File: src/rtl/mux4_arb_pkg.sv
// Shared types and helpers for the 4:1 mux round-robin arbiter.
//   state_t     : arbiter FSM states
//   NREQ, IDX_W : requester count and index width
//   idx2onehot  : 2-bit index to 4-bit one-hot grant vector
package mux4_arb_pkg;

   localparam int unsigned NREQ  = 4;
   localparam int unsigned IDX_W = 2;

   typedef enum logic {
      IDLE  = 1'b0,
      GRANT = 1'b1
   } state_t;

   function automatic logic [NREQ-1:0] idx2onehot(input logic [IDX_W-1:0] idx);
      idx2onehot = NREQ'(1) << idx;
   endfunction

endpackage

File: src/rtl/mux4_rr_arbiter_pick.sv
// rr_pick4: combinational round-robin picker.
//   mask : candidate requests
//   ptr  : first index considered (highest priority)
//   any  : at least one candidate present
//   idx  : first asserted mask bit scanning ptr, ptr+1, ptr+2, ptr+3 (mod 4)
module rr_pick4
   import mux4_arb_pkg::*;
(
   input  logic [NREQ-1:0]  mask,
   input  logic [IDX_W-1:0] ptr,
   output logic             any,
   output logic [IDX_W-1:0] idx
);

   logic [IDX_W-1:0] cand;

   // Scan from the lowest priority upward so the last hit wins (closest to ptr).
   always_comb begin
      any  = 1'b0;
      idx  = ptr;
      cand = '0;
      for (int i = NREQ - 1; i >= 0; i--) begin
         cand = ptr + IDX_W'(i);
         if (mask[cand]) begin
            any = 1'b1;
            idx = cand;
         end
      end
   end

endmodule

File: src/rtl/mux4_rr_arbiter.sv
// mux4_rr_arbiter: round-robin arbiter/sequencer for a shared 4:1 1-bit mux.
//   clk, rst_n         : clock, asynchronous active-low reset
//   req[3:0]           : per-requester request, held while the mux is wanted
//   data0..data3       : per-requester data bit
//   grant[3:0]         : registered one-hot grant (zero when idle)
//   sel0, sel1         : registered mux select, {sel1,sel0} = granted index
//   busy               : registered, high while a grant is active
//   out                : combinational data of the granted requester, 0 when idle
// Build option: define MUX4_ARB_TIMEOUT_EN to force rotation after HOLD_MAX
// consecutive grant cycles when another requester is waiting.
module mux4_rr_arbiter
   import mux4_arb_pkg::*;
#(
   parameter int unsigned HOLD_MAX = 8,
   parameter int unsigned CNT_W    = 8
)(
   input  logic            clk,
   input  logic            rst_n,
   input  logic [NREQ-1:0] req,
   input  logic            data0,
   input  logic            data1,
   input  logic            data2,
   input  logic            data3,
   output logic [NREQ-1:0] grant,
   output logic            sel0,
   output logic            sel1,
   output logic            busy,
   output logic            out
);

   // Elaboration-time parameter sanity check.
   if ((HOLD_MAX < 2) || (HOLD_MAX > 255) || ((2 ** CNT_W) <= HOLD_MAX)) begin : g_bad_cfg
      $error("mux4_rr_arbiter: illegal HOLD_MAX/CNT_W combination");
   end

   state_t           state_q, state_d;
   logic [IDX_W-1:0] ptr_q, ptr_d;
   logic [NREQ-1:0]  grant_q, grant_d;
   logic [IDX_W-1:0] sel_q, sel_d;
   logic             busy_q, busy_d;

   logic             pick_any;
   logic [IDX_W-1:0] pick_idx;
   logic             owner_req;
   logic             timeout;
   logic             take;
   logic [NREQ-1:0]  data_v;

   // Masking out the owner covers IDLE too, since grant is zero there.
   rr_pick4 u_pick (
      .mask (req & ~grant_q),
      .ptr  (ptr_q),
      .any  (pick_any),
      .idx  (pick_idx)
   );

   assign owner_req = |(req & grant_q);

`ifdef MUX4_ARB_TIMEOUT_EN
   logic [CNT_W-1:0] cnt_q, cnt_d;

   // Counter reads k-1 at the k-th edge of a grant, so HOLD_MAX-1 marks rotation.
   assign timeout = (cnt_q >= CNT_W'(HOLD_MAX - 1));

   always_ff @(posedge clk or negedge rst_n) begin
      if (!rst_n) cnt_q <= '0;
      else        cnt_q <= cnt_d;
   end
`else
   assign timeout = 1'b0;
`endif

   // Next-state and registered-output logic.
   always_comb begin
      state_d = state_q;
      ptr_d   = ptr_q;
      grant_d = grant_q;
      sel_d   = sel_q;
      busy_d  = busy_q;
      take    = 1'b0;
`ifdef MUX4_ARB_TIMEOUT_EN
      cnt_d   = cnt_q;
`endif
      case (state_q)
         IDLE: begin
            if (pick_any) take = 1'b1;
         end
         GRANT: begin
            if (!owner_req) begin
               if (pick_any) begin
                  take = 1'b1;
               end else begin
                  state_d = IDLE;
                  grant_d = '0;
                  busy_d  = 1'b0;
               end
            end else if (timeout) begin
               if (pick_any) take = 1'b1;
`ifdef MUX4_ARB_TIMEOUT_EN
               else          cnt_d = '0;
            end else if (cnt_q != {CNT_W{1'b1}}) begin
               cnt_d = cnt_q + CNT_W'(1);
`endif
            end
         end
         default: state_d = IDLE;
      endcase

      if (take) begin
         state_d = GRANT;
         grant_d = idx2onehot(pick_idx);
         sel_d   = pick_idx;
         busy_d  = 1'b1;
         ptr_d   = pick_idx + IDX_W'(1);
`ifdef MUX4_ARB_TIMEOUT_EN
         cnt_d   = '0;
`endif
      end
   end

   // State and output registers.
   always_ff @(posedge clk or negedge rst_n) begin
      if (!rst_n) begin
         state_q <= IDLE;
         ptr_q   <= '0;
         grant_q <= '0;
         sel_q   <= '0;
         busy_q  <= 1'b0;
      end else begin
         state_q <= state_d;
         ptr_q   <= ptr_d;
         grant_q <= grant_d;
         sel_q   <= sel_d;
         busy_q  <= busy_d;
      end
   end

   assign data_v = {data3, data2, data1, data0};
   assign grant  = grant_q;
   assign sel0   = sel_q[0];
   assign sel1   = sel_q[1];
   assign busy   = busy_q;
   assign out    = busy_q & data_v[sel_q];

endmodule

File: config.mk
export PLATFORM = sky130hd
export DESIGN_NAME = mux4_rr_arbiter
export DESIGN_NICKNAME = d
export VERILOG_FILES = /design/src/rtl/mux4_arb_pkg.sv /design/src/rtl/mux4_rr_arbiter_pick.sv /design/src/rtl/mux4_rr_arbiter.sv
export SDC_FILE = /design/constraint.sdc
export NUM_CORES = 1
export LEC_CHECK = 0
export ABC_AREA = 1
export BUFFER_PORTS_ARGS = -buffer_cell sky130_fd_sc_hd__buf_2
export CAP_MARGIN = 20
export CORE_UTILIZATION = 38
export DETAILED_ROUTE_END_ITERATION = 7
export GPL_TIMING_DRIVEN = 0
export MAX_ROUTING_LAYER = met4
export PLACE_DENSITY = 0.59
export SLEW_MARGIN = 20
export SYNTH_ARGS = -nofsm -noshare
export SYNTH_HDL_FRONTEND = slang
export SYNTH_SLANG_ARGS = --single-unit
File: constraint.sdc
create_clock -name clk -period 4.95 [get_ports clk]
set_clock_uncertainty 0.15 [all_clocks]
set_input_delay 0.2475 -clock clk [delete_from_list [all_inputs] [get_ports clk]]
set_output_delay 0.2475 -clock clk [all_outputs]
set_load 0.05 [all_outputs]
==> impl_metrics.json <==
{
  "antenna_left": 0,
  "start_kind": "flop",
  "drtPass1Iterations": 4,
  "hold_violations": 0,
  "yosysWarnings": 0,
  "overflow": 0,
  "io_pins": 18,
  "root_buffer": "clkbuf_4",
  "finalCritPeriodShare_pct": 35.5,
  "status": "complete, no violations",
  "grt_pass1_vias": 604,
  "layout.nets": 137,
  "fmax_mhz": 569,
  "final_common_cell": "nand2_1",
  "wl_per_cell_um": 9.73,
  "gp_congestion": 0.787,
  "antenna_cells": 0,
  "drive_above_1_share_pct": 30.2,
  "drcViolationCount": 0,
  "yosys-top-cells-area": "dfrtp_1 35%, nand2_1 15%, nand3_1 9.9%",
  "cts_buffers": 3,
  "worst_slew_pin_slew_ns": 0.250,
  "cp-end-kind": "flop",
  "viasPerCell": 4.60,
  "ys_seq_area_share_pct": 35.4,
  "avgSynthCellArea_um2": 6.80,
  "ctsHtreeMaxLevel": 1,
  "clk_pin_slew_ns": 0.06,
  "synth_top_cell_by_area": "dfrtp_1",
  "critPathSlowestCell": "dfrtp_1",
  "synth_seq_cells": 10,
  "netlist_area_um2": 707,
  "critPathRequiredTime_ns": 4.94,
  "critPathArrivalTime_ns": 1.75,
  "setup_viol": 0,
  "detail_route.wirelength_mm": 1.47,
  "rsz0062_at_grt": "false",
  "synth.distinct_cells": 19,
  "crit_start": "ptr_q[0]",
  "grt_start_max_net_pins": 11,
  "synthCells": 104,
  "fin_crit_ns": 1.76,
  "crit_chain": "buf_6 > inv_4 > nand3_1 > o21ai_1 > nand2_1 > nand2_1 > inv_1 > nand2_2 > nand2_2 > nand2_1 > nand2_2 > nand3_1 > nand3_1",
  "die_h_um": 45.1,
  "cpPeakStageDelay_ns": 0.37,
  "worstPathMaxFanout": 9,
  "die_area_mm2": 0.00204,
  "cts_tree": "done",
  "core-area_mm2": 0.00173,
  "post_cts_buffers": 0,
  "die_w_um": 45.1,
  "initial_core_util_pct": 40.9,
  "maxSlewHeadroom_pct": 83.5,
  "cts_num_sinks": 10,
  "path_class": "reg -> reg",
  "vias": 694,
  "area_growth_pct": 23.0,
  "filler_cell_count": 187,
  "fin_setup_tns_ns": 0,
  "synthesis.nets": 114,
  "path_buf_inv": 3,
  "place_hpwl_mm": 1.24,
  "rows": 15,
  "r2r_start": "ptr_q[0]",
  "hold_class": "in -> async",
  "drv_cap": 0,
  "grt_pass1_wl_mm": 2.50,
  "first_iter_violations": 14,
  "cp_top_family": "simple AND/OR/NAND/NOR gates",
  "report.final.slew_viol_count": 0,
  "antenna_found_initial": 0,
  "grt_usage_pct": 17.7,
  "clkLatencyLatePin_ns": 0.26,
  "cts_max_path_buffers": 2,
  "layout_common_cells": "28 x nand2_1, 17 x buf_2, 14 x inv_1, 14 x nand3_1, 10 x dfrtp_1",
  "yosysTopAreaCellShare_pct": 35.4,
  "portBuffers": 17
}
registers in the layout, indices dropped and copies added, names as in the netlist:
register  flops
busy          1
grant         4
ptr_q         2
sel_q         2
state_q       1
cells in the mapped netlist:
cell type / count
a21boi_0: 1
a21oi_1: 1
a22o_1: 2
a31o_2: 1
buf_6: 1
dfrtp_1: 10
inv_1: 14
inv_2: 3
inv_4: 1
nand2_1: 28
nand2_2: 7
nand3_1: 14
nor2_1: 6
nor2_2: 2
o21a_1: 1
o21ai_0: 4
o21ai_1: 6
o21ai_2: 1
xnor2_2: 1
worst reg2reg max path, stage by stage, from the launching register on:
cell and delay, ns:
dfrtp_1 0.37, buf_6 0.14, inv_4 0.09, nand3_1 0.07, o21ai_1 0.11, nand2_1 0.09
nand2_1 0.10, inv_1 0.06, nand2_2 0.09, nand2_2 0.05, nand2_1 0.06, nand2_2 0.07
nand3_1 0.10, nand3_1 0.08
per-stage QoR:
| step | hold slack, ns | utilization (%) | instance area [um2] | worst slack [ns] | std cells |
|---|---|---|---|---|---|
| global route | 0.247 | 50.4 | 870 | 3.01 | 151 |
| CTS | 0.223 | 50.4 | 870 | 3.18 | 151 |
| detailed placement | -0.0270 | 47.7 | 823 | 3.20 | 146 |
| finish | 0.221 | 50.4 | 870 | 3.19 | 151 |
| global placement | -0.0323 | 47.7 | 823 | 3.21 | 146 |
| floorplan | -0.198 | - | 707 | 2.87 | 104 |
layer usage:
metal / track usage (%) / vias up / wire (um)
met1: 22.8 / 304 / 719
met5: - / - / 0
met3: 1.20 / 4 / 30
met4: 9.09 / 0 / 25
li1: - / 373 / -
met2: 27.8 / 13 / 694
area by class of cell:
| type | count | area [um2] | share of cell area [%] |
|---|---|---|---|
| clock buffer | 4 | 36.3 | 4.17 |
| inverter | 18 | 70.1 | 8.06 |
| tap | 25 | 31.3 | 3.60 |
| sequential | 10 | 250 | 28.8 |
| buffer | 1 | 11.3 | 1.29 |
| multi-input combinational | 75 | 375 | 43.2 |
| timing repair buffer | 18 | 95.1 | 10.9 |
cells by family (layout without fill, tap and decap cells):
kind of cell	Yosys count	in the layout	share of synthesized area (%)
AO/OA/AOI/OAI	17	17	14.9
AND/OR/NAND/NOR	57	57	35.9
buffers and inverters	19	41	11.5
XOR/XNOR	1	1	2.30
flip-flops	10	10	35.4
path summary, 6_finish.rpt:
path                             to  slack [ns]  cells past startpoint
max                        ptr_q[1]        3.19                     13
min                        grant[3]        0.22                      2
max reg2reg                ptr_q[1]        3.19                     13
min reg2reg                    busy        0.41                      2
max in group asynchronous  sel_q[1]        4.24                      2
min in group clk            state_q        0.38                      6
repair_timing:
item,4_1_cts,5_1_grt
hold buffers,1,0
gates resized for setup,0,0
endpoints found under the setup margin,0,0
hold endpoints to repair,10,0
Power is left out: the tool's default activity adds up to more than one toggle a clock period on the data nets, which glitch-free logic cannot reach.
